==> config.mk <==
export PLATFORM = sky130hd
export DESIGN_NAME = pc_irq_sequencer
export DESIGN_NICKNAME = d
export VERILOG_FILES = /design/src/rtl/pc_irq_sequencer_pkg.sv /design/src/rtl/pc_irq_sequencer_npc_calc.sv /design/src/rtl/pc_irq_sequencer.sv
export SDC_FILE = /design/constraint.sdc
export NUM_CORES = 1
export LEC_CHECK = 0
export CORE_MARGIN = 8
export CORE_UTILIZATION = 45
export CTS_CLUSTER_DIAMETER = 40
export CTS_CLUSTER_SIZE = 30
export DETAILED_ROUTE_END_ITERATION = 10
export DONT_BUFFER_PORTS = 1
export PLACE_DENSITY_LB_ADDON = 0.05
export SLEW_MARGIN = 0
export SYNTH_ARGS = -nofsm -noshare
export SYNTH_HDL_FRONTEND = slang
export SYNTH_SLANG_ARGS = --single-unit
==> constraint.sdc <==
create_clock -name clk -period 11 [get_ports clk]
set_input_delay 2.2 -clock clk [delete_from_list [all_inputs] [get_ports clk]]
set_output_delay 2.2 -clock clk [all_outputs]
set_load 0.05 [all_outputs]
==> src/rtl/pc_irq_sequencer_pkg.sv <==
// ============================================================================
//  Module      : pc_irq_sequencer_pkg
//  Description : Shared state encodings, opcodes and reset/vector defaults
//                for the PC / interrupt sequencing stage.
//  Revision    : 1.0 - initial release
// ============================================================================
`default_nettype none

package pc_irq_sequencer_pkg;

    typedef enum logic [0:0] {
        ST_RUN = 1'b0,
        ST_ISR = 1'b1
    } state_t;

    localparam logic [5:0]  c_op_res          = 6'b11_1111;
    localparam logic [31:0] c_reset_pc_dflt   = 32'h0000_0000;
    localparam logic [31:0] c_isr_vector_dflt = 32'h0000_0200;

endpackage

`default_nettype wire

==> src/rtl/pc_irq_sequencer_npc_calc.sv <==
// ============================================================================
//  Module      : pc_irq_sequencer_npc_calc
//  Description : Combinational next-PC: pc+4, branch/jump targets, npc mux.
//  Revision    : 1.0 - initial release
// ============================================================================
`default_nettype none

module pc_irq_sequencer_npc_calc (
    input  logic [31:0] pc,
    input  logic        branch,
    input  logic        zero,
    input  logic        jump,
    input  logic [31:0] imm_ext,
    input  logic [25:0] jaddr,
    output logic [31:0] pc_plus4,
    output logic [31:0] npc_norm
);

    logic [31:0] w_btarget;
    logic [31:0] w_jtarget;

    assign pc_plus4  = pc + 32'd4;
    assign w_btarget = pc_plus4 + (imm_ext << 2);
    assign w_jtarget = {pc_plus4[31:28], jaddr, 2'b00};

    // Jump outranks a taken branch, which outranks sequential fetch.
    always_comb begin
        npc_norm = pc_plus4;
        if (jump) begin
            npc_norm = w_jtarget;
        end else if (branch && zero) begin
            npc_norm = w_btarget;
        end
    end

endmodule

`default_nettype wire

==> src/rtl/pc_irq_sequencer.sv <==
// ============================================================================
//  Module      : pc_irq_sequencer
//  Description : PC register, EPC save/restore and RUN/ISR interrupt sequencing.
//  Revision    : 1.0 - initial release
// ============================================================================
`default_nettype none

module pc_irq_sequencer
    import pc_irq_sequencer_pkg::*;
#(
    parameter logic [31:0] RESET_PC   = c_reset_pc_dflt,
    parameter logic [31:0] ISR_VECTOR = c_isr_vector_dflt
) (
    input  logic        clk,
    input  logic        rst_n,
    input  logic        hold,
    input  logic        branch,
    input  logic        zero,
    input  logic        jump,
    input  logic        irq_resume,
    input  logic [31:0] imm_ext,
    input  logic [25:0] jaddr,
    input  logic        irq_req,
    output logic [31:0] pc,
    output logic [31:0] pc_plus4,
    output logic [31:0] epc,
    output logic        in_isr,
    output logic        irq_ack
);

    state_t      r_state;
    state_t      w_state_next;
    logic [31:0] r_pc;
    logic [31:0] r_epc;
    logic        r_irq_ack;
    logic [31:0] w_pc_next;
    logic [31:0] w_epc_next;
    logic        w_ack_next;
    logic [31:0] w_npc_norm;

    pc_irq_sequencer_npc_calc u_npc_calc (
        .pc       (r_pc),
        .branch   (branch),
        .zero     (zero),
        .jump     (jump),
        .imm_ext  (imm_ext),
        .jaddr    (jaddr),
        .pc_plus4 (pc_plus4),
        .npc_norm (w_npc_norm)
    );

    always_ff @(posedge clk) begin
        if (!rst_n) begin
            r_state   <= ST_RUN;
            r_pc      <= RESET_PC;
            r_epc     <= 32'd0;
            r_irq_ack <= 1'b0;
        end else begin
            r_state   <= w_state_next;
            r_pc      <= w_pc_next;
            r_epc     <= w_epc_next;
            r_irq_ack <= w_ack_next;
        end
    end

    // Hold freezes everything but the ack, which must never stretch.
    // RES in RUN is spurious and simply falls through to npc_norm.
    always_comb begin
        w_state_next = r_state;
        w_pc_next    = r_pc;
        w_epc_next   = r_epc;
        w_ack_next   = 1'b0;
        if (!hold) begin
            w_pc_next = w_npc_norm;
            case (r_state)
                ST_RUN: begin
                    if (irq_req) begin
                        w_epc_next   = w_npc_norm;
                        w_pc_next    = ISR_VECTOR;
                        w_ack_next   = 1'b1;
                        w_state_next = ST_ISR;
                    end
                end
                ST_ISR: begin
                    if (irq_resume) begin
                        w_pc_next    = r_epc;
                        w_state_next = ST_RUN;
                    end
                end
                default: w_state_next = ST_RUN;
            endcase
        end
    end

    assign pc      = r_pc;
    assign epc     = r_epc;
    assign in_isr  = (r_state == ST_ISR);
    assign irq_ack = r_irq_ack;

endmodule

`default_nettype wire

==> results of run 1 <==
==> routing by layer <==
| layer | part of all wire | vias to the layer above | GRT usage | wire length [µm] |
|---|---|---|---|---|
| met5 | 0 | - | 0 | 0 |
| met4 | 0.020 | 0 | 0.0856 | 421 |
| met3 | 0.10 | 30 | 0.0624 | 2090 |
| met2 | 0.43 | 265 | 0.364 | 8850 |
| met1 | 0.45 | 2700 | 0.354 | 9210 |
| li1 | - | 2743 | - | - |
==> cell usage after synthesis (all sizes together), types with 2 or more instances <==
library cell and number:
xnor2 31, inv 22, nor2 69, a2111oi 2, a211o 3, o211a 4, nand2 99, nor3 11
o22ai 10, nand3 44, o21ba 2, o2111ai 4, nand2b 6, clkbuf 38, o31ai 3, or3 4
nand4 13, nor2b 2, o21bai 2, a211oi 8, o21a 8, xor2 18, nor3b 2, a21oi 82
a31oi 8, a221oi 9, and3 8, a21boi 4, a22oi 2, a21o 13, o21ai 60, and2b 2
dfxtp 66, o211ai 20, and2 5, buf 5, nor4 4, ha 36, o221ai 5
==> placed cells by master (no fill, tap or decap), drive strengths merged, types with 18 or more instances in the layout <==
master   n
a21oi   82
ha      36
nand3   44
nor2    69
inv     22
nand2   99
o211ai  20
xnor2   31
dfxtp   66
xor2    18
o21ai   60
buf     33
==> final cells by class <==
| cell class | count | area [µm²] | share of cell area |
|---|---|---|---|
| multi-input combinational | 619 | 3870 | 0.645 |
| sequential | 66 | 1320 | 0.220 |
| clock buffer | 14 | 264 | 0.0440 |
| timing repair buffer | 33 | 248 | 0.0413 |
| tap | 147 | 184 | 0.0306 |
| inverter | 22 | 82.6 | 0.0138 |
| clock inverter | 2 | 35.0 | 0.00583 |
==> cell families after synthesis <==
family	count (synthesis)
adders and majority gates	37
muxes	1
xor gates and xnor gates	49
DFF	66
AOI/OAI and AO/OA	258
and+or+nand+nor	274
buffers and inverters	65
==> per-stage QoR <==
step	cell area [µm²]	total power, mW
2_1_floorplan	5440	0.492
3_3_place_gp	5710	0.550
3_5_place_dp	5710	0.553
4_1_cts	6000	0.838
5_1_grt	6000	0.872
6_report	6000	0.837
==> worst min-delay path by stage <==
stage,slack [ns],end,depth (start not counted),start
final,0.72,epc[1]$_SDFFE_PN0P_,2,epc[1]$_SDFFE_PN0P_
after global routing,0.73,epc[11]$_SDFFE_PN0P_,2,epc[11]$_SDFFE_PN0P_
after CTS,0.72,epc[5]$_SDFFE_PN0P_,2,epc[5]$_SDFFE_PN0P_
after detailed placement,0.71,epc[5]$_SDFFE_PN0P_,2,epc[5]$_SDFFE_PN0P_
after global placement,0.71,epc[0]$_SDFFE_PN0P_,2,epc[0]$_SDFFE_PN0P_
after floorplan,0.68,epc[11]$_SDFFE_PN0P_,2,epc[11]$_SDFFE_PN0P_
==> state kept, by name, summed over array words and instances, names as in the netlist <==
register  flops
pc           32
in_isr        1
irq_ack       1
epc          32
==> critical path, delay by kind of cell, from the launching register on <==
family	cells	cell delay [ns]
flip-flops	1	0.73
buffers and inverters	1	0.25
adder cells (fa/ha/maj)	1	0.35
XOR/XNOR	1	0.22
AND/OR/NAND/NOR	3	1.06
==> power groups by stage <==
stage               Clock (mW)  Combinational, mW  Sequential, mW
finish                   0.285              0.228           0.324
floorplan                    0              0.173           0.319
global placement             0              0.222           0.328
global route             0.297              0.250           0.325
detailed placement           0              0.224           0.329
CTS                      0.289              0.226           0.324
==> impl_metrics.ini, run 1 <==
[global_routing]
grt_pass1_wl_um = 31500
gr-total-overflow = 0
grt_antenna_before_repair = 0
grt_max_degree = 41
grt.total_usage = 0.252
grt_pass1_vias = 5253

[cts]
post-cts-setup-buffers = 0
clockBufferDepth = 2
holdBufCountCts = 0
numCtsBuffers = 9
cts_resized = 0
clkTransAtPathRegs_ns = 0.05
cts_sinks = 66
clk_latency_ns = 0.33
h-tree-depth = 3
clockRootBuffer = clkbuf_16
cts_tree = done

[die]
start_util = 0.457
fp-row-count = 40
die_w_um = 126
ios = 164
core_region_area_um2 = 11900
die_area_um2 = 15900
die_y_um = 126

[sta]
max_slew.worst_pin.slew_ns = 1.15
drv_slew = 0
finalHoldViolCount = 0
fin_ws_ns = 5.87
period_needed_ns = 5.13
maxSlewHeadroom = 0.229
fmaxAchievable_mhz = 195
setup_viol = 0
fin_worst_skew_ns = 0.00823
setup_tns_ns = 0
rsz0062_at_grt = false
hold_ws_ns = 0.717
finalCritPeriodShare = 0.466

[power_and_ir_drop]
p_per_area_nw_per_um2 = 139
p_leak_nw = 2.39
p_clk_frac = 0.341
seqPwrFrac = 0.387
p_sw_frac = 0.381
internal-power_mw = 0.518
p_comb_frac = 0.272
p_sw_mw = 0.319
peakVddDrop_uv = 120

[logic_synthesis]
synthesis.nets = 853
synth_area_um2 = 5440
yosysTopAreaCell = dfxtp_1
synth_enable_flop_cells = 0
synth_compound_area_frac = 0.312
synth_seq_cells = 66
synthFlopType = dfxtp_1
avgSynthCellArea_um2 = 7.25
synth_top_family_by_area = compound AO/OA/AOI/OAI gates
syn_inst = 750
synth.distinct_cells = 70
yosys_warnings = 0
synth_fa_ha_area_frac = 0.0865
synthMuxAreaShare = 0.00184
synthArstFlopShare = 0
synthXorXnorAreaFrac = 0.0789
synth-simple-area-share = 0.232
yosysTopAreaCellShare = 0.243
synth_area_leaders = dfxtp_1 (24%), ha_1 (8.3%), a21oi_1 (7.4%)
ys_seq_area_frac = 0.243

[worst_setup_path]
timing.setup.critical_path_class = flip-flop to output port
r2r_cells = 15
worstPathCellList = ha_1 -> nand4_1 -> nor4_1 -> nand3_1 -> xnor2_1 -> buf_4
worstSetupEndpointType = output port
crit_slowest_cell = dfxtp_1
crit_path_max_incr_delay_ns = 0.73
cp-startpoint = pc[3]$_SDFFE_PN0N_
reg2reg_from = pc[3]$_SDFFE_PN0N_
cp.required_ns = 8.80
reg2reg_to = epc[22]$_SDFFE_PN0P_
start_kind = flip-flop
cp.arrival_ns = 2.93
crit_end = pc_plus4[24]
regToRegSetupSlack_ns = 6.17
crit_fanout = 5

[routing]
avgRoutedWirePerCell_um = 22.8
drc_errors = 0
drtIter0Drc = 567
drt-vias-per-instance = 6.35
first_pass_iters = 5
finalWirelength_um = 20600
vias = 5738
ant_nets = 0

[cells_and_area]
area_growth_pct = 10.4
fill_cells = 1209
instances_no_fill = 903
diodes = 0
fin_util = 0.504
nets = 854
drive_gt1_frac = 0.0873

[flow_run]
max_cap_violations = 0

[placement]
dp_hpwl_um = 16000
port-buffer-count = 0
place.gp.congestion = 0.896
place_inst = 887
dp_worst_setup_slack_ns = 5.84

[min_path]
hold_class = flip-flop to flip-flop

[run_status]
status = finished, final reports clean
Power figures use the tool's default switching activity.
==> inputs of run 2 (changes only) <==
==> constraint.sdc (replaced) <==
create_clock -name clk -period 4.2 [get_ports clk]
set_input_delay 0.84 -clock clk [delete_from_list [all_inputs] [get_ports clk]]
set_output_delay 0.84 -clock clk [all_outputs]
set_load 0.05 [all_outputs]
==> run 2 against run 1 <==
Against the previous run:
- via count up 1.0%
- global-route usage up 0.79 points
- combinational power rose to 3.3 times the previous value
- sequential share of layout area down 1.4 points
- final area up 6.8%
- clock-buffer cell count down 3
- cell count up 3.7%
- utilization up 3.4 points
==> impl_metrics.ini, run 2 (same netlist as run 1, synthesis figures left out) <==
[worst_setup_path]
worstPathCellList = nand3_1 -> nor2_1 -> nand4_1 -> xnor2_2 -> ha_1 -> a21oi_1 -> o21ai_0 -> o31ai_1 -> a2111oi_2 -> o32ai_1 -> or2_1 -> a21oi_2 -> xnor2_1 -> a21oi_1
crit_slowest_cell = a2111oi_2
cp.arrival_ns = 4.14
cp.required_ns = 4.40
timing.setup.critical_path_class = flip-flop to flip-flop
cpMostUsedCell = a21oi_1
crit_path_max_incr_delay_ns = 0.49
crit_fanout = 6
start_kind = flip-flop
worstSetupEndpointType = flip-flop

[cells_and_area]
final_common_cell = nand2_1
regArea_um2 = 1320
design_area_um2 = 6410
nets = 889
drive_gt1_frac = 0.152
multi_input_area_um2 = 4020
diodes = 0
area_growth_pct = 17.8
final_cell_mix = nand2_1 (99), a21oi_1 (79), buf_4 (68), nor2_1 (67), dfxtp_1 (64)
fill_cells = 1183
instances_no_fill = 936

[sta]
setup_viol = 0
period_needed_ns = 3.94
rsz0062_at_grt = false
fin_worst_skew_ns = 0.00426
hold_ws_ns = 0.615
finalCritPeriodShare = 0.939
fmaxAchievable_mhz = 254
fin_ws_ns = 0.257
finalHoldViolCount = 0
maxSlewHeadroom = 0.326
setup_tns_ns = 0
max_slew.worst_pin.slew_ns = 1.01
drv_slew = 0

[global_routing]
grt_pass1_wl_um = 32300
grt_max_degree = 41
grt_pass1_vias = 5417
grt_antenna_before_repair = 1
grt.total_usage = 0.260
gr-total-overflow = 0

[routing]
route.met3.wl_um = 2000
finalWirelength_um = 21300
drtIter0Drc = 566
drt-vias-per-instance = 6.19
dr_wl_met2_um = 9200
ant_nets = 0
vias = 5797
drt-met1-wl_um = 9840
drc_errors = 0
first_pass_iters = 8
highest_layer = met5
avgRoutedWirePerCell_um = 22.8

[placement]
dp_worst_setup_slack_ns = 0.208
place_inst = 922
placed_area_um2 = 6100
place.gp.congestion = 0.945
dp_hpwl_um = 17100
port-buffer-count = 0

[min_path]
hold_class = input pin to flip-flop

[cts]
numCtsBuffers = 9
clk_latency_ns = 0.32
cts_tree = done
clockRootBuffer = clkbuf_16
holdBufCountCts = 0
cts_sinks = 66
clockBufferDepth = 2
h-tree-depth = 3
clkTransAtPathRegs_ns = 0.05

[flow_run]
max_cap_violations = 0

[die]
die_area_um2 = 15900
die_y_um = 126
die_w_um = 126
fp-row-count = 40
core_region_area_um2 = 11900
ios = 164
start_util = 0.457

[power_and_ir_drop]
p_leak_nw = 2.69
peakVddDrop_uv = 337
p_per_area_nw_per_um2 = 348

[run_status]
status = finished, final reports clean
-- run 2: repair_timing --
item	4_1_cts	5_1_grt
gates resized for setup	0	3
buffers inserted	0	0
setup endpoints to repair	0	5
-- run 2: final timing paths --
check                                         start  slack [ns]             endpoint  cells after the start
worst max-delay path             pc[4]$_SDFFE_PN0N_        0.26  pc[31]$_SDFFE_PN0N_                     14
worst min-delay path                           hold        0.61  pc[20]$_SDFFE_PN0N_                      1
worst max register to register   pc[4]$_SDFFE_PN0N_        0.26  pc[31]$_SDFFE_PN0N_                     14
worst min register to register  epc[0]$_SDFFE_PN0P_        0.71  epc[0]$_SDFFE_PN0P_                      2
-- run 2: area by class of cell --
class	count	area share
multi-input combinational	619	0.627
sequential	66	0.206
timing repair buffer	68	0.0796
clock buffer	11	0.0394
tap	147	0.0287
inverter	22	0.0129
clock inverter	3	0.00625
-- run 2: worst max-delay path, delay by kind of cell, from the launching register on --
family                   cells  cell delay [ns]
adder cells (fa/ha/maj)      1             0.40
AND/OR/NAND/NOR              4             0.87
XOR/XNOR                     2             0.39
flip-flops                   1             0.47
AO/OA/AOI/OAI                7             1.69
-- run 2: per-stage QoR --
step / util / power [mW]
floorplan: - / 1.30
finish: 0.538 / 2.23
global placement: 0.512 / 1.49
CTS: 0.537 / 2.23
detailed placement: 0.512 / 1.49
global route: 0.538 / 2.32
-- run 2: where the power goes --
group          switching, mW  internal (mW)  leakage [nW]
clock network          0.250          0.482         0.147
logic                  0.504          0.238          2.00
registers             0.0908          0.664         0.541
-- run 2: per-layer routing --
metal | GRT usage | vias up
met4 | 0.0594 | 2
met3 | 0.0726 | 21
met5 | 0 | -
met1 | 0.362 | 2732
li1 | - | 2810
met2 | 0.387 | 232
